**src/rtl/exmem_memwb_pipe.sv**
```systemverilog
// EX/MEM and MEM/WB pipeline registers with the data-memory request/ack
// handshake. Feeds the exec-stage forwarding muxes and the register-file
// write port, and stalls upstream stages while a memory access is pending.
// Optional build macro: DMEM_TIMEOUT_EN (abort a memory access after
// TIMEOUT_CYCLES wait cycles and raise the sticky dmem_err flag).
module exmem_memwb_pipe #(
    parameter int TIMEOUT_CYCLES = 255
) (
    input  logic        clk,
    input  logic        rst_n,
    input  logic        ex_valid,
    input  logic        ex_flush,
    input  logic [31:0] ex_result,
    input  logic [31:0] ex_store_data,
    input  logic [4:0]  ex_rd,
    input  logic        ex_reg_write,
    input  logic        ex_mem_read,
    input  logic        ex_mem_write,
    output logic        pipe_stall,
    output logic [31:0] result_EXMEM,
    output logic [4:0]  rd_EXMEM,
    output logic        regWrite_EXMEM,
    output logic [4:0]  rd_MEMWB,
    output logic        regWrite_MEMWB,
    output logic [31:0] valueToWB,
    output logic        dmem_req,
    output logic        dmem_we,
    output logic [31:0] dmem_addr,
    output logic [31:0] dmem_wdata,
    input  logic        dmem_ack,
    input  logic [31:0] dmem_rdata,
    output logic        dmem_err
);

    typedef enum logic {
        RUN      = 1'b0,
        MEM_WAIT = 1'b1
    } state_t;

    state_t      state_reg;
    state_t      state_next;

    // EX/MEM entry
    logic [31:0] em_result_reg;
    logic [31:0] em_store_data_reg;
    logic [4:0]  em_rd_reg;
    logic        em_reg_write_reg;
    logic        em_mem_read_reg;
    logic        em_mem_write_reg;

    // MEM/WB entry
    logic [4:0]  wb_rd_reg;
    logic        wb_reg_write_reg;
    logic [31:0] wb_value_reg;

    logic        cap_valid;
    logic        cap_mem;
    logic        in_wait;
    logic        acked;
    logic        timeout_hit;
    logic        em_load;
    logic        em_bubble;
    logic        wb_take;

    assign cap_valid = ex_valid & ~ex_flush;
    assign cap_mem   = cap_valid & (ex_mem_read | ex_mem_write);
    assign in_wait   = (state_reg == MEM_WAIT);
    assign acked     = in_wait & dmem_ack;

`ifdef DMEM_TIMEOUT_EN
    localparam int CNT_W = (TIMEOUT_CYCLES < 2) ? 1 : $clog2(TIMEOUT_CYCLES + 1);

    logic [CNT_W-1:0] wait_cnt_reg;
    logic             err_reg;

    assign timeout_hit = in_wait & ~dmem_ack &
                         (wait_cnt_reg == CNT_W'(TIMEOUT_CYCLES - 1));

    // Count consecutive unacknowledged wait cycles; cleared whenever a new wait begins
    always_ff @(posedge clk or negedge rst_n) begin
        if (!rst_n) begin
            wait_cnt_reg <= '0;
        end else if (in_wait && !dmem_ack && state_next == MEM_WAIT) begin
            wait_cnt_reg <= wait_cnt_reg + 1'b1;
        end else begin
            wait_cnt_reg <= '0;
        end
    end

    // Sticky error flag, only reset clears it
    always_ff @(posedge clk or negedge rst_n) begin
        if (!rst_n) begin
            err_reg <= 1'b0;
        end else if (timeout_hit) begin
            err_reg <= 1'b1;
        end
    end

    assign dmem_err = err_reg;
`else
    assign timeout_hit = 1'b0;
    assign dmem_err    = 1'b0;
`endif

    // Next-state and register-load control
    always_comb begin
        state_next = state_reg;
        em_load    = 1'b0;
        em_bubble  = 1'b0;
        wb_take    = 1'b0;
        case (state_reg)
            RUN: begin
                em_load    = 1'b1;
                wb_take    = 1'b1;
                state_next = cap_mem ? MEM_WAIT : RUN;
            end
            MEM_WAIT: begin
                if (dmem_ack) begin
                    em_load    = 1'b1;
                    wb_take    = 1'b1;
                    state_next = cap_mem ? MEM_WAIT : RUN;
                end else if (timeout_hit) begin
                    em_bubble  = 1'b1;
                    state_next = RUN;
                end
            end
            default: state_next = RUN;
        endcase
    end

    // State register
    always_ff @(posedge clk or negedge rst_n) begin
        if (!rst_n) begin
            state_reg <= RUN;
        end else begin
            state_reg <= state_next;
        end
    end

    // EX/MEM: capture EX inputs (bubble when squashed), hold while waiting
    always_ff @(posedge clk or negedge rst_n) begin
        if (!rst_n) begin
            em_result_reg     <= '0;
            em_store_data_reg <= '0;
            em_rd_reg         <= '0;
            em_reg_write_reg  <= 1'b0;
            em_mem_read_reg   <= 1'b0;
            em_mem_write_reg  <= 1'b0;
        end else if ((em_load && !cap_valid) || em_bubble) begin
            em_result_reg     <= '0;
            em_store_data_reg <= '0;
            em_rd_reg         <= '0;
            em_reg_write_reg  <= 1'b0;
            em_mem_read_reg   <= 1'b0;
            em_mem_write_reg  <= 1'b0;
        end else if (em_load) begin
            em_result_reg     <= ex_result;
            em_store_data_reg <= ex_store_data;
            em_rd_reg         <= ex_rd;
            em_reg_write_reg  <= ex_reg_write;
            em_mem_read_reg   <= ex_mem_read;
            em_mem_write_reg  <= ex_mem_write;
        end
    end

    // MEM/WB: take the EX/MEM entry when it completes, otherwise a bubble
    always_ff @(posedge clk or negedge rst_n) begin
        if (!rst_n) begin
            wb_rd_reg        <= '0;
            wb_reg_write_reg <= 1'b0;
            wb_value_reg     <= '0;
        end else if (wb_take) begin
            wb_rd_reg        <= em_rd_reg;
            wb_reg_write_reg <= em_reg_write_reg & ~em_mem_write_reg;
            wb_value_reg     <= em_mem_read_reg ? dmem_rdata : em_result_reg;
        end else begin
            wb_rd_reg        <= '0;
            wb_reg_write_reg <= 1'b0;
            wb_value_reg     <= '0;
        end
    end

    // Stall upstream until the outstanding access is acknowledged
    assign pipe_stall = in_wait & ~acked;

    // Forwarding outputs; a load's EX/MEM value is an address, never forwardable
    assign result_EXMEM   = em_result_reg;
    assign rd_EXMEM       = em_rd_reg;
    assign regWrite_EXMEM = em_reg_write_reg & ~em_mem_read_reg & (em_rd_reg != 5'd0);
    assign rd_MEMWB       = wb_rd_reg;
    assign regWrite_MEMWB = wb_reg_write_reg & (wb_rd_reg != 5'd0);
    assign valueToWB      = wb_value_reg;

    // Memory request is held stable for the whole wait
    assign dmem_req   = in_wait;
    assign dmem_we    = in_wait & em_mem_write_reg;
    assign dmem_addr  = in_wait ? em_result_reg : 32'd0;
    assign dmem_wdata = in_wait ? em_store_data_reg : 32'd0;

endmodule

```
**config.mk**
```make
export PLATFORM = sky130hd
export DESIGN_NAME = exmem_memwb_pipe
export DESIGN_NICKNAME = d
export VERILOG_FILES = /design/src/rtl/exmem_memwb_pipe.sv
export SDC_FILE = /design/constraint.sdc
export NUM_CORES = 1
export LEC_CHECK = 0
export BUFFER_PORTS_ARGS = -buffer_cell sky130_fd_sc_hd__buf_2
export CORE_MARGIN = 4
export CORE_UTILIZATION = 51
export DETAILED_ROUTE_END_ITERATION = 7
export HOLD_SLACK_MARGIN = 0.12
export PLACE_DENSITY_LB_ADDON = 0.15
export SLEW_MARGIN = 40
export SYNTH_ARGS = -nofsm -noshare
export SYNTH_HDL_FRONTEND = slang
export SYNTH_SLANG_ARGS = --single-unit
```
**constraint.sdc**
```tcl
create_clock -name clk -period 3.2 [get_ports clk]
set_clock_uncertainty 0.05 [all_clocks]
set_input_delay 0.48 -clock clk [delete_from_list [all_inputs] [get_ports clk]]
set_output_delay 0.48 -clock clk [all_outputs]
set_load 0.05 [all_outputs]
```
==> report_table.html, run 1 <==
<table>
<tr><th>Metric</th><th>Value</th></tr>
<tr><th colspan="2">Run status</th></tr>
<tr><td>Result of the run</td><td>finished clean</td></tr>
<tr><th colspan="2">Timing</th></tr>
<tr><td>Worst-margin pin slew</td><td>696 ps</td></tr>
<tr><td>Unrepaired setup endpoints after global routing</td><td>false</td></tr>
<tr><td>Post-layout minimum cycle time</td><td>2560 ps</td></tr>
<tr><td>TNS Setup</td><td>0 ps</td></tr>
<tr><td>Final number of setup-violating endpoints</td><td>0</td></tr>
<tr><td>Final critical-path setup slack</td><td>636 ps</td></tr>
<tr><td>Final worst path period share</td><td>80.1%</td></tr>
<tr><td>Fin. Hold Viols</td><td>0</td></tr>
<tr><td>Maximum clock frequency</td><td>390 MHz</td></tr>
<tr><td>Max Transition Viols Final</td><td>0</td></tr>
<tr><td>Tightest slew margin relative to the limit</td><td>53.6%</td></tr>
<tr><th colspan="2">Pwr</th></tr>
<tr><td>Part of the power in the clock network</td><td>24.7%</td></tr>
<tr><td>Worst voltage drop across the vdd grid</td><td>0.223 mV</td></tr>
<tr><td>Total Power</td><td>3.09 mW</td></tr>
<tr><td>Fraction of power consumed by sequential logic</td><td>50.3%</td></tr>
<tr><td>Combinational fraction of design power</td><td>25.0%</td></tr>
<tr><td>Net Sw Frac</td><td>34.2%</td></tr>
<tr><td>Internal Dissipation</td><td>2.03 mW</td></tr>
<tr><td>Psw</td><td>1.06 mW</td></tr>
<tr><td>LEAKAGE</td><td>3.96 nW</td></tr>
<tr><td>Power Dens Cells</td><td>438 nW/um^2</td></tr>
<tr><th colspan="2">Yosys</th></tr>
<tr><td>Mapped Avg Cell Area</td><td>10.7 sq um</td></tr>
<tr><td>Sequential fraction of the synthesis area</td><td>50.0%</td></tr>
<tr><td>Top-area cell type share of the netlist area</td><td>50.0%</td></tr>
<tr><td>Number of library cell types mapped by synthesis</td><td>23</td></tr>
<tr><td>Flip-flop and latch count after synthesis</td><td>111</td></tr>
<tr><td>Net Count, Synth</td><td>629</td></tr>
<tr><td>Largest area contributor in the netlist</td><td>dfrtp_1</td></tr>
<tr><td>Cell types occupying the most area after synthesis</td><td>dfrtp_1 50%, o31ai_2 10%, nand3b_1 9.7%, and2_1 7.3%, mux2i_1 5.8%</td></tr>
<tr><td>Netlist Area Pre-Place</td><td>5550 sq um</td></tr>
<tr><td>Number of warnings printed during yosys synthesis</td><td>0</td></tr>
<tr><td>Number of cells produced by synthesis</td><td>520</td></tr>
<tr><th colspan="2">Global routing</th></tr>
<tr><td>Overflow left after global routing</td><td>0</td></tr>
<tr><td>Grt met2 use</td><td>38.7%</td></tr>
<tr><td>Global-route wire length before repair</td><td>23100 um</td></tr>
<tr><td>Gr usage total</td><td>22.5%</td></tr>
<tr><td>Largest net degree at the start of global routing</td><td>112</td></tr>
<tr><td>Met1 Usage GRT</td><td>28.5%</td></tr>
<tr><td>GR Util met3</td><td>4.47%</td></tr>
<tr><td>Vias in the first global route</td><td>4567</td></tr>
<tr><td>Antenna violations before repair</td><td>1</td></tr>
<tr><td>Peak-usage layer in the global routing report</td><td>met2</td></tr>
<tr><th colspan="2">Route</th></tr>
<tr><td>Routed length per placed instance</td><td>16.1 um</td></tr>
<tr><td>Antenna Violating Nets Remaining</td><td>0</td></tr>
<tr><td>Post-detailed-routing wire length</td><td>14300 um</td></tr>
<tr><td>Average vias per placed instance</td><td>5.09</td></tr>
<tr><td>Drt pass-1 iters</td><td>5</td></tr>
<tr><td>Iter 0 DRT Violations</td><td>240</td></tr>
<tr><td>Routed vias</td><td>4523</td></tr>
<tr><td>Residual DRC</td><td>0</td></tr>
<tr><th colspan="2">Floorplanning</th></tr>
<tr><td>Cell row count</td><td>37</td></tr>
<tr><td>Die extent in x</td><td>112 um</td></tr>
<tr><td>Die height</td><td>112 um</td></tr>
<tr><td>Starting density of the core</td><td>53.1%</td></tr>
<tr><td>Die area</td><td>12600 sq um</td></tr>
<tr><td>Core region area</td><td>10500 sq um</td></tr>
<tr><td>I/O pins</td><td>253</td></tr>
<tr><th colspan="2">Layout</th></tr>
<tr><td>P&amp;R area growth vs syn</td><td>27.2%</td></tr>
<tr><td>Number of antenna diodes</td><td>0</td></tr>
<tr><td>Filler Cell Count</td><td>862</td></tr>
<tr><td>Most common cell after layout, fill and taps aside</td><td>buf_2</td></tr>
<tr><td>Register Area</td><td>2780 sq um</td></tr>
<tr><td>Final #Nets</td><td>856</td></tr>
<tr><td>Filler-free cell count of the finished design</td><td>888</td></tr>
<tr><td>Highest-count cells in the layout ignoring fill and taps</td><td>250 x buf_2, 109 x dfrtp_1, 72 x inv_1, 72 x nand3b_1, 65 x and2_1</td></tr>
<tr><td>Post-route core utilization</td><td>67.5%</td></tr>
<tr><td>Multi-input logic area</td><td>2270 sq um</td></tr>
<tr><td>Share of layout cells above drive strength 1</td><td>42.8%</td></tr>
<tr><th colspan="2">Clock tree</th></tr>
<tr><td>Root buffer selected by CTS</td><td>clkbuf_8</td></tr>
<tr><td>Gates resized, CTS repair</td><td>0</td></tr>
<tr><td>Skew-Pair Late Insertion Delay</td><td>360 ps</td></tr>
<tr><td>Clk sinks</td><td>111</td></tr>
<tr><td>TritonCTS clock tree</td><td>built</td></tr>
<tr><td>TritonCTS Buffers</td><td>9</td></tr>
<tr><td>H-Tree Depth</td><td>3</td></tr>
<tr><td>Maximum clock insertion buffer count</td><td>2</td></tr>
<tr><td>Clock input transition at the sequential cells of the worst setup and hold paths</td><td>100 ps</td></tr>
<tr><th colspan="2">Place</th></tr>
<tr><td>Pre-CTS setup slack</td><td>1040 ps</td></tr>
<tr><td>Number of buffers added on ports</td><td>251</td></tr>
<tr><td>Sum of net half-perimeters after detailed placement</td><td>10100 um</td></tr>
<tr><td>Final weighted congestion in routability-driven placement</td><td>0.817</td></tr>
<tr><td>Cells after DPL</td><td>871</td></tr>
<tr><th colspan="2">Setup path</th></tr>
<tr><td>Worst Path Class, Setup</td><td>reg2out</td></tr>
<tr><td>CP Max Fanout</td><td>74</td></tr>
<tr><td>Signal arrival time at the worst endpoint</td><td>2030 ps</td></tr>
<tr><td>Required time of the critical path</td><td>2670 ps</td></tr>
<tr><td>Capturing element type of the critical path</td><td>output pin</td></tr>
<tr><td>Launching element type of the critical path</td><td>flop</td></tr>
<tr><th colspan="2">Worst hold path</th></tr>
<tr><td>Worst hold path type</td><td>in2reg</td></tr>
<tr><th colspan="2">Job</th></tr>
<tr><td>Total of max-cap violations</td><td>0</td></tr>
</table>
-- path summary, 6_finish.rpt --
kind,from,end,slack [ps],cells after the start
worst min-delay path,ex_store_data[6],em_store_data_reg[6]$_DFFE_PN0P_,290,3
worst min register to register,em_mem_write_reg$_DFFE_PN0P_,wb_reg_write_reg$_DFF_PN0_,450,1
min in group asynchronous,rst_n,valueToWB[13]$_DFF_PN0_,650,2
worst max-delay path,dmem_req$_DFF_PN0_,dmem_addr[20],640,3
worst max register to register,dmem_req$_DFF_PN0_,em_store_data_reg[9]$_DFFE_PN0P_,1120,3
max in group asynchronous,rst_n,result_EXMEM[9]$_DFFE_PN0P_,1710,3
-- cell usage after synthesis, drive strengths merged --
cell,count
a21oi,1
and2,65
buf,27
clkbuf,20
conb,1
dfrtp,111
inv,72
mux2i,32
nand2b,2
nand3b,72
nor2,34
nor2b,6
nor3,1
nor3b,1
o21a,1
o21bai,1
o31ai,72
or4,1
-- power groups by stage --
stage                     combinational (mW)  clock, mW  sequential, mW
after global placement                 0.764          0            1.58
final                                  0.773      0.766            1.56
after CTS                              0.781      0.787            1.56
after global routing                   0.824      0.854            1.57
after floorplan                        0.345          0            1.77
after detailed placement               0.779          0            1.58
-- per-stage QoR --
step	hold WS, ps	instance area [sq um]
6_report	292	7060
5_1_grt	283	7060
4_1_cts	276	7060
3_5_place_dp	437	6880
3_3_place_gp	435	6840
2_1_floorplan	134	5550
-- per-layer routing --
layer	vias up	wire length (um)
li1	2163	-
met1	2180	5770
met2	160	7310
met3	18	974
met4	2	225
met5	-	13
-- critical path: stages, from the launching register on --
cell and delay [ps]:
dfrtp_4 870, buf_4 370, and2_1 160, buf_2 250
-- kinds of logic after synthesis --
logic type,after synthesis,share of synthesized area (%)
and+or+nand+nor,182,20.7
other,1,0.0675
AOI/OAI and AO/OA,75,14.2
muxes,32,5.77
buffers and inverters,119,9.33
DFF,111,50.0
-- layout make-up --
class                      instances  area share, %
sequential                       111           39.4
multi-input combinational        290           32.1
timing repair buffer             263           19.8
inverter                          72           3.83
clock buffer                      16           2.41
tap                              136           2.41
-- timing repair --
action,CTS,global route
hold buffers,1,0
endpoints found under the hold margin,1,0
buffers inserted,0,0
No activity file was read; power rests on OpenSTA's default activity.
==> inputs of run 2 (changes only) <==
- ABC_AREA: unset -> 1
- CORE_UTILIZATION: 51 -> 46
- clock period: 3.2 -> 2.4 ns (I/O delays scaled with it)
==> run 2 against run 1 <==
Compared with the run above:
- worst setup slack worse by 190 ps
- sequential cell count unchanged
- global-route usage is 0.13 points higher
- core utilization down 4.6 points
- power grew 41%
- synthesized area is 11% lower
- worst hold slack worse by 130 ps
- critical path type unchanged
- critical endpoint is now pipe_stall
==> report_table.html, run 2 <==
<table>
<tr><th>Metric</th><th>Value</th></tr>
<tr><th colspan="2">Yosys</th></tr>
<tr><td>Sequential fraction of the synthesis area</td><td>56.4%</td></tr>
<tr><td>Number of warnings printed during yosys synthesis</td><td>0</td></tr>
<tr><td>Most frequently used flop master after synthesis</td><td>dfrtp_1</td></tr>
<tr><td>Top-area cell type share of the netlist area</td><td>56.4%</td></tr>
<tr><td>Most frequent cells after synthesis</td><td>277 x nand2_1, 111 x dfrtp_1, 77 x inv_1</td></tr>
<tr><td>Number of library cell types mapped by synthesis</td><td>14</td></tr>
<tr><td>Number of cells produced by synthesis</td><td>628</td></tr>
<tr><td>Cell types occupying the most area after synthesis</td><td>dfrtp_1 56%, nand2_1 21%, nand3_1 7.5%, inv_1 5.9%, buf_2 3.5%</td></tr>
<tr><td>Mapped Avg Cell Area</td><td>7.84 sq um</td></tr>
<tr><td>Async SR Flop Fraction</td><td>100%</td></tr>
<tr><td>Most frequent cell after synthesis</td><td>nand2_1</td></tr>
<tr><td>Net Count, Synth</td><td>737</td></tr>
<tr><td>Number of enable flip-flop cells after synthesis</td><td>0</td></tr>
<tr><td>Largest area contributor in the netlist</td><td>dfrtp_1</td></tr>
<tr><td>Netlist Area Pre-Place</td><td>4930 sq um</td></tr>
<tr><td>Flip-flop and latch count after synthesis</td><td>111</td></tr>
<tr><th colspan="2">Floorplanning</th></tr>
<tr><td>Die height</td><td>111 um</td></tr>
<tr><td>Die extent in x</td><td>111 um</td></tr>
<tr><td>Cell row count</td><td>37</td></tr>
<tr><td>Die area</td><td>12400 sq um</td></tr>
<tr><td>Core region area</td><td>10400 sq um</td></tr>
<tr><td>I/O pins</td><td>253</td></tr>
<tr><td>Starting density of the core</td><td>47.5%</td></tr>
<tr><th colspan="2">Global routing</th></tr>
<tr><td>Antenna violations before repair</td><td>1</td></tr>
<tr><td>Gr usage total</td><td>22.6%</td></tr>
<tr><td>Largest net degree at the start of global routing</td><td>74</td></tr>
<tr><td>Global-route wire length before repair</td><td>23100 um</td></tr>
<tr><td>Vias in the first global route</td><td>4698</td></tr>
<tr><td>Overflow left after global routing</td><td>0</td></tr>
<tr><th colspan="2">Timing</th></tr>
<tr><td>Post-layout minimum cycle time</td><td>1960 ps</td></tr>
<tr><td>Final worst path period share</td><td>81.5%</td></tr>
<tr><td>Tightest slew margin relative to the limit</td><td>48.0%</td></tr>
<tr><td>Maximum clock frequency</td><td>511 MHz</td></tr>
<tr><td>Fin. Hold Viols</td><td>0</td></tr>
<tr><td>TNS Setup</td><td>0 ps</td></tr>
<tr><td>Max Transition Viols Final</td><td>0</td></tr>
<tr><td>Final number of setup-violating endpoints</td><td>0</td></tr>
<tr><td>Final critical-path setup slack</td><td>444 ps</td></tr>
<tr><td>Unrepaired setup endpoints after global routing</td><td>false</td></tr>
<tr><td>Worst-margin pin slew</td><td>780 ps</td></tr>
<tr><th colspan="2">Clock tree</th></tr>
<tr><td>H-Tree Depth</td><td>3</td></tr>
<tr><td>TritonCTS clock tree</td><td>built</td></tr>
<tr><td>Root buffer selected by CTS</td><td>clkbuf_8</td></tr>
<tr><td>Post-CTS setup buffer count</td><td>0</td></tr>
<tr><td>Maximum clock insertion buffer count</td><td>2</td></tr>
<tr><td>Clk sinks</td><td>111</td></tr>
<tr><td>TritonCTS Buffers</td><td>9</td></tr>
<tr><td>Gates resized, CTS repair</td><td>0</td></tr>
<tr><td># hold bufs at CTS</td><td>1</td></tr>
<tr><td>Skew-Pair Late Insertion Delay</td><td>360 ps</td></tr>
<tr><td>Clock input transition at the sequential cells of the worst setup and hold paths</td><td>110 ps</td></tr>
<tr><th colspan="2">Route</th></tr>
<tr><td>Iter 0 DRT Violations</td><td>262</td></tr>
<tr><td>Drt pass-1 iters</td><td>4</td></tr>
<tr><td>Residual DRC</td><td>0</td></tr>
<tr><td>Average vias per placed instance</td><td>4.80</td></tr>
<tr><td>Routed length per placed instance</td><td>14.1 um</td></tr>
<tr><td>Routed vias</td><td>4812</td></tr>
<tr><td>Antenna Violating Nets Remaining</td><td>0</td></tr>
<tr><td>Post-detailed-routing wire length</td><td>14100 um</td></tr>
<tr><th colspan="2">Place</th></tr>
<tr><td>Final weighted congestion in routability-driven placement</td><td>0.847</td></tr>
<tr><td>Number of buffers added on ports</td><td>251</td></tr>
<tr><td>Sum of net half-perimeters after detailed placement</td><td>10200 um</td></tr>
<tr><td>Pre-CTS setup slack</td><td>770 ps</td></tr>
<tr><th colspan="2">Layout</th></tr>
<tr><td>Filler Cell Count</td><td>930</td></tr>
<tr><td>Final #Nets</td><td>970</td></tr>
<tr><td>Most common cell after layout, fill and taps aside</td><td>nand2_1</td></tr>
<tr><td>Highest-count cells in the layout ignoring fill and taps</td><td>276 x nand2_1, 250 x buf_2, 110 x dfrtp_1, 77 x inv_1, 74 x nand3_1</td></tr>
<tr><td>P&amp;R area growth vs syn</td><td>32.4%</td></tr>
<tr><td>Share of layout cells above drive strength 1</td><td>32.7%</td></tr>
<tr><th colspan="2">Setup path</th></tr>
<tr><td>Launching element type of the critical path</td><td>flop</td></tr>
<tr><td>Capturing element type of the critical path</td><td>output pin</td></tr>
<tr><td>Slowest stage delay, CP</td><td>440 ps</td></tr>
<tr><td>Required time of the critical path</td><td>1990 ps</td></tr>
<tr><td>CP Max Fanout</td><td>27</td></tr>
<tr><td>Chain of cells forming the critical path</td><td>nand2_2, clkinv_2, buf_2</td></tr>
<tr><td>Critical path's slowest cell</td><td>dfrtp_2</td></tr>
<tr><td>Worst Path Class, Setup</td><td>reg2out</td></tr>
<tr><td>Signal arrival time at the worst endpoint</td><td>1550 ps</td></tr>
<tr><th colspan="2">Pwr</th></tr>
<tr><td>LEAKAGE</td><td>4.35 nW</td></tr>
<tr><td>Total Power</td><td>4.35 mW</td></tr>
<tr><td>Worst voltage drop across the vdd grid</td><td>0.364 mV</td></tr>
<tr><td>Power Dens Cells</td><td>667 nW/um^2</td></tr>
<tr><th colspan="2">Run status</th></tr>
<tr><td>Result of the run</td><td>finished clean</td></tr>
<tr><th colspan="2">Worst hold path</th></tr>
<tr><td>Worst hold path type</td><td>in2reg</td></tr>
<tr><th colspan="2">Job</th></tr>
<tr><td>Total of max-cap violations</td><td>0</td></tr>
</table>
-- run 2: changes by cell type in the layout (fill, tap and decap cells not counted), sizes merged, moves of 32 or more --
cell,before,now
nand3,0,74
o31ai,72,0
and2,65,0
mux2i,32,0
nand2,0,277
nand3b,72,0
-- run 2: cell families (layout without fill, tap and decap cells) --
logic type	Yosys count	in the layout	share of synthesized area (%)
flops	111	111	56.4
simple gates	363	363	29.7
other cells	1	2	0.0761
compound gates	33	33	3.35
buf+inv	120	358	10.5
-- run 2: metal layers --
layer,share of wire [%],track usage [%],vias to the layer above
li1,-,-,2350
met2,49,37.7,221
met4,1.6,7.70,2
met5,0.092,0,-
met1,40,29.0,2217
met3,8.7,5.60,22
-- run 2: worst paths after layout --
check                                              from                      endpoint  slack [ps]  cells after the start
setup / recovery                     dmem_req$_DFF_PN0_                    pipe_stall         440                      3
hold / removal                             ex_result[7]   result_EXMEM[7]$_DFFE_PN0P_         160                      3
setup reg to reg            em_mem_read_reg$_DFFE_PN0P_       valueToWB[30]$_DFF_PN0_         820                      4
hold reg to reg            em_reg_write_reg$_DFFE_PN0P_  em_reg_write_reg$_DFFE_PN0P_         430                      2
max in group asynchronous                         rst_n       valueToWB[23]$_DFF_PN0_        1140                      3
min in group asynchronous                         rst_n  result_EXMEM[26]$_DFFE_PN0P_         510                      2
-- run 2: final cells by class --
cell class	count	area (sq um)	area share, %
Sequential cell	111	2780	42.6
Multi-Input combinational cell	397	1640	25.1
Timing Repair Buffer	264	1400	21.4
Inverter	78	294	4.51
Tap cell	136	170	2.61
Clock buffer	10	138	2.11
Clock inverter	6	108	1.65
Antenna cell	1	2.50	0.0384
-- run 2: report_power, final --
group / switching (mW) / internal (mW)
registers: 0.0734 / 1.98
clock network: 0.613 / 0.719
logic: 0.731 / 0.234
-- run 2: critical path: cells and delay by family (launching register included) --
family,cells,cell delay [ps]
AND/OR/NAND/NOR,1,90
buffers and inverters,2,660
flip-flops,1,440
-- run 2: stage by stage --
step                      util [%]  std cells  hold WS [ps]  instance area, sq um
after floorplan                  -        628          14.4                  4930
after global placement        60.4        985           358                  6260
after detailed placement      60.4        985           373                  6260
after CTS                     62.9       1002           144                  6520
after global routing          62.9       1002           160                  6520
final                         62.9       1003           164                  6520
==> inputs of run 3 (changes only) <==
- ABC_AREA: 1 -> 0
- CORE_UTILIZATION: 46 -> 43
- clock period: 2.4 -> 1.7 ns (I/O delays scaled with it)
==> run 3 against run 2 <==
Compared with the run above:
- the flow now finishes with violations (setup timing)
- count of clock-buffer cells in the layout increased by 2
- routed wire length increased by 38%
- core utilization increased by 11 points
==> report_table.html, run 3 (same netlist as run 1, synthesis figures left out) <==
<table>
<tr><th>Metric</th><th>Value</th></tr>
<tr><th colspan="2">Run status</th></tr>
<tr><td>Result of the run</td><td>finished with violations</td></tr>
<tr><td>Violations in the final reports</td><td>setup timing</td></tr>
<tr><th colspan="2">Timing</th></tr>
<tr><td>Worst hold slack</td><td>114 ps</td></tr>
<tr><td>Final critical-path setup slack</td><td>-211 ps</td></tr>
<tr><td>Final worst path period share</td><td>112%</td></tr>
<tr><td>Maximum clock frequency</td><td>523 MHz</td></tr>
<tr><td>Fin. Hold Viols</td><td>0</td></tr>
<tr><td>Unrepaired setup endpoints after global routing</td><td>true</td></tr>
<tr><td>Max Transition Viols Final</td><td>0</td></tr>
<tr><td>Final number of setup-violating endpoints</td><td>66</td></tr>
<tr><td>Post-layout minimum cycle time</td><td>1910 ps</td></tr>
<tr><th colspan="2">Global routing</th></tr>
<tr><td>Gr usage total</td><td>26.2%</td></tr>
<tr><td>Overflow left after global routing</td><td>0</td></tr>
<tr><td>Largest net degree at the start of global routing</td><td>49</td></tr>
<tr><td>Vias in the first global route</td><td>5666</td></tr>
<tr><td>Antenna violations before repair</td><td>0</td></tr>
<tr><td>Global-route wire length before repair</td><td>30200 um</td></tr>
<tr><th colspan="2">Worst hold path</th></tr>
<tr><td>Endpoint, Worst Hold</td><td>result_EXMEM[7]$_DFFE_PN0P_</td></tr>
<tr><td>Cell depth of the worst min-delay path</td><td>3</td></tr>
<tr><td>Worst hold path type</td><td>in2reg</td></tr>
<tr><td>Hold path startpoint</td><td>ex_result[7]</td></tr>
<tr><th colspan="2">Pwr</th></tr>
<tr><td>Part of the power in the clock network</td><td>28.4%</td></tr>
<tr><td>Power Dens Cells</td><td>753 nW/um^2</td></tr>
<tr><td>Combinational fraction of design power</td><td>30.0%</td></tr>
<tr><td>Internal Dissipation</td><td>4.73 mW</td></tr>
<tr><td>LEAKAGE</td><td>4.82 nW</td></tr>
<tr><td>Psw</td><td>2.28 mW</td></tr>
<tr><td>Net Sw Frac</td><td>32.6%</td></tr>
<tr><td>Fraction of power consumed by sequential logic</td><td>41.6%</td></tr>
<tr><td>Worst voltage drop across the vdd grid</td><td>0.465 mV</td></tr>
<tr><th colspan="2">Place</th></tr>
<tr><td>Sum of net half-perimeters after detailed placement</td><td>10700 um</td></tr>
<tr><td>Number of buffers added on ports</td><td>251</td></tr>
<tr><td>Cells after DPL</td><td>912</td></tr>
<tr><td>Final weighted congestion in routability-driven placement</td><td>0.784</td></tr>
<tr><th colspan="2">Floorplanning</th></tr>
<tr><td>Die extent in x</td><td>122 um</td></tr>
<tr><td>Core region area</td><td>12600 sq um</td></tr>
<tr><td>I/O pins</td><td>253</td></tr>
<tr><td>Cell row count</td><td>41</td></tr>
<tr><td>Die area</td><td>14800 sq um</td></tr>
<tr><td>Die height</td><td>122 um</td></tr>
<tr><td>Starting density of the core</td><td>44.0%</td></tr>
<tr><th colspan="2">Setup path</th></tr>
<tr><td>Signal arrival time at the worst endpoint</td><td>1610 ps</td></tr>
<tr><td>R2R Setup Slk</td><td>70 ps</td></tr>
<tr><td>Slowest stage delay, CP</td><td>530 ps</td></tr>
<tr><td>Reg2Reg Capture Point</td><td>em_store_data_reg[13]$_DFFE_PN0P_</td></tr>
<tr><td>Required time of the critical path</td><td>1390 ps</td></tr>
<tr><td>Category of cells accounting for the largest share of critical-path delay</td><td>simple AND/OR/NAND/NOR gates</td></tr>
<tr><td>Number of cell instances on the worst register-to-register path</td><td>5</td></tr>
<tr><td>CP Max Fanout</td><td>2</td></tr>
<tr><td>Launching element type of the critical path</td><td>flop</td></tr>
<tr><td>Critical path's slowest cell</td><td>or4_1</td></tr>
<tr><td>Worst Path Class, Setup</td><td>reg2out</td></tr>
<tr><td>Chain of cells forming the critical path</td><td>or4_1, o21a_2, buf_8</td></tr>
<tr><td>Capturing element type of the critical path</td><td>output pin</td></tr>
<tr><td>Number of buffer and inverter stages on the critical path</td><td>1</td></tr>
<tr><td>Beginning of the worst register-to-register path</td><td>dmem_req$_DFF_PN0_</td></tr>
<tr><th colspan="2">Route</th></tr>
<tr><td>Antenna Violating Nets Remaining</td><td>0</td></tr>
<tr><td>Routed length per placed instance</td><td>18.8 um</td></tr>
<tr><td>Iter 0 DRT Violations</td><td>294</td></tr>
<tr><td>Residual DRC</td><td>0</td></tr>
<tr><td>Average vias per placed instance</td><td>5.08</td></tr>
<tr><td>Routed vias</td><td>5296</td></tr>
<tr><td>Drt pass-1 iters</td><td>4</td></tr>
<tr><td>Post-detailed-routing wire length</td><td>19600 um</td></tr>
<tr><th colspan="2">Clock tree</th></tr>
<tr><td>Root buffer selected by CTS</td><td>clkbuf_16</td></tr>
<tr><td>TritonCTS Buffers</td><td>9</td></tr>
<tr><td>Clock input transition at the sequential cells of the worst setup and hold paths</td><td>70 ps</td></tr>
<tr><td>Clk sinks</td><td>111</td></tr>
<tr><td>Maximum clock insertion buffer count</td><td>2</td></tr>
<tr><td>H-Tree Depth</td><td>3</td></tr>
<tr><td>Skew-Pair Late Insertion Delay</td><td>340 ps</td></tr>
<tr><td>TritonCTS clock tree</td><td>built</td></tr>
<tr><th colspan="2">Layout</th></tr>
<tr><td>Final #Nets</td><td>974</td></tr>
<tr><td>Highest-count cells in the layout ignoring fill and taps</td><td>182 x buf_2, 108 x dfrtp_1, 90 x dlygate4sd3_1, 72 x inv_1, 72 x nand3b_1</td></tr>
<tr><td>Post-route core utilization</td><td>73.8%</td></tr>
<tr><td>Filler-free cell count of the finished design</td><td>1043</td></tr>
<tr><td>Most common cell after layout, fill and taps aside</td><td>buf_2</td></tr>
<tr><td>P&amp;R area growth vs syn</td><td>67.7%</td></tr>
<tr><td>Filler Cell Count</td><td>824</td></tr>
<tr><td>Share of layout cells above drive strength 1</td><td>48.9%</td></tr>
<tr><th colspan="2">Job</th></tr>
<tr><td>Total of max-cap violations</td><td>0</td></tr>
</table>
## run 3: power groups by stage
| stage | sequential, mW | clock [mW] | combinational, mW |
|---|---|---|---|
| 5_1_grt | 2.93 | 2.13 | 2.22 |
| 6_report | 2.91 | 1.99 | 2.11 |
| 2_1_floorplan | 3.33 | 0 | 0.652 |
| 3_5_place_dp | 2.96 | 0 | 1.55 |
| 3_3_place_gp | 2.95 | 0 | 1.53 |
| 4_1_cts | 2.91 | 2.02 | 2.07 |
## run 3: how the worst max path moves through the flow
stage	startpoint	cells past startpoint	slack [ps]	to
2_1_floorplan	dmem_req$_DFF_PN0_	3	1	dmem_addr[10]
3_3_place_gp	rd_MEMWB[0]$_DFF_PN0_	3	100	regWrite_MEMWB
3_5_place_dp	rd_MEMWB[0]$_DFF_PN0_	3	110	regWrite_MEMWB
4_1_cts	rd_MEMWB[4]$_DFF_PN0_	3	-220	regWrite_MEMWB
5_1_grt	rd_MEMWB[4]$_DFF_PN0_	3	-240	regWrite_MEMWB
6_report	rd_MEMWB[4]$_DFF_PN0_	3	-210	regWrite_MEMWB
## run 3: layout make-up
cell class              count  area (sq um)  share of cell area, %
clock buffers              12           256                   2.75
flip-flops and latches    111          2780                   29.9
well taps                 172           215                   2.31
clock inverters             4          20.0                  0.215
repair buffers            381          3320                   35.6
diodes                      1          2.50                 0.0269
multi-input cells         290          2450                   26.3
inverters                  72           270                   2.90
## run 3: timing repair
action / 4_1_cts / 5_1_grt
endpoints found under the setup margin: 67 / 68
resized for setup: 212 / 23
pin swaps: 2 / 1
hold endpoints to repair: 114 / 1
cloned: 9 / 4
hold buffers: 89 / 1
setup buffers: 12 / 3
## run 3: stage by stage
stage	power, mW	TNS [ps]	setup slack (ps)	instance area, sq um
3_3_place_gp	4.48	0	103	7050
6_report	7.01	-4780	-211	9310
3_5_place_dp	4.50	0	107	7050
4_1_cts	7.00	-6330	-218	9220
5_1_grt	7.28	-6790	-242	9310
2_1_floorplan	3.99	0	1.15	5570
## run 3: worst register-to-register path, stage by stage (launching register included)
cell and delay [ps]:
dfrtp_4 520, buf_6 150, nor2b_4 140, buf_4 130, buf_4 230, o31ai_1 310
## run 3: layer usage
metal | vias to the layer above | share of wire [%] | track usage [%]
li1 | 2411 | - | -
met1 | 2615 | 38 | 31.7
met2 | 221 | 52 | 46.2
met3 | 49 | 6.4 | 4.60
met4 | 0 | 3.4 | 10.8
met5 | - | 0 | 0
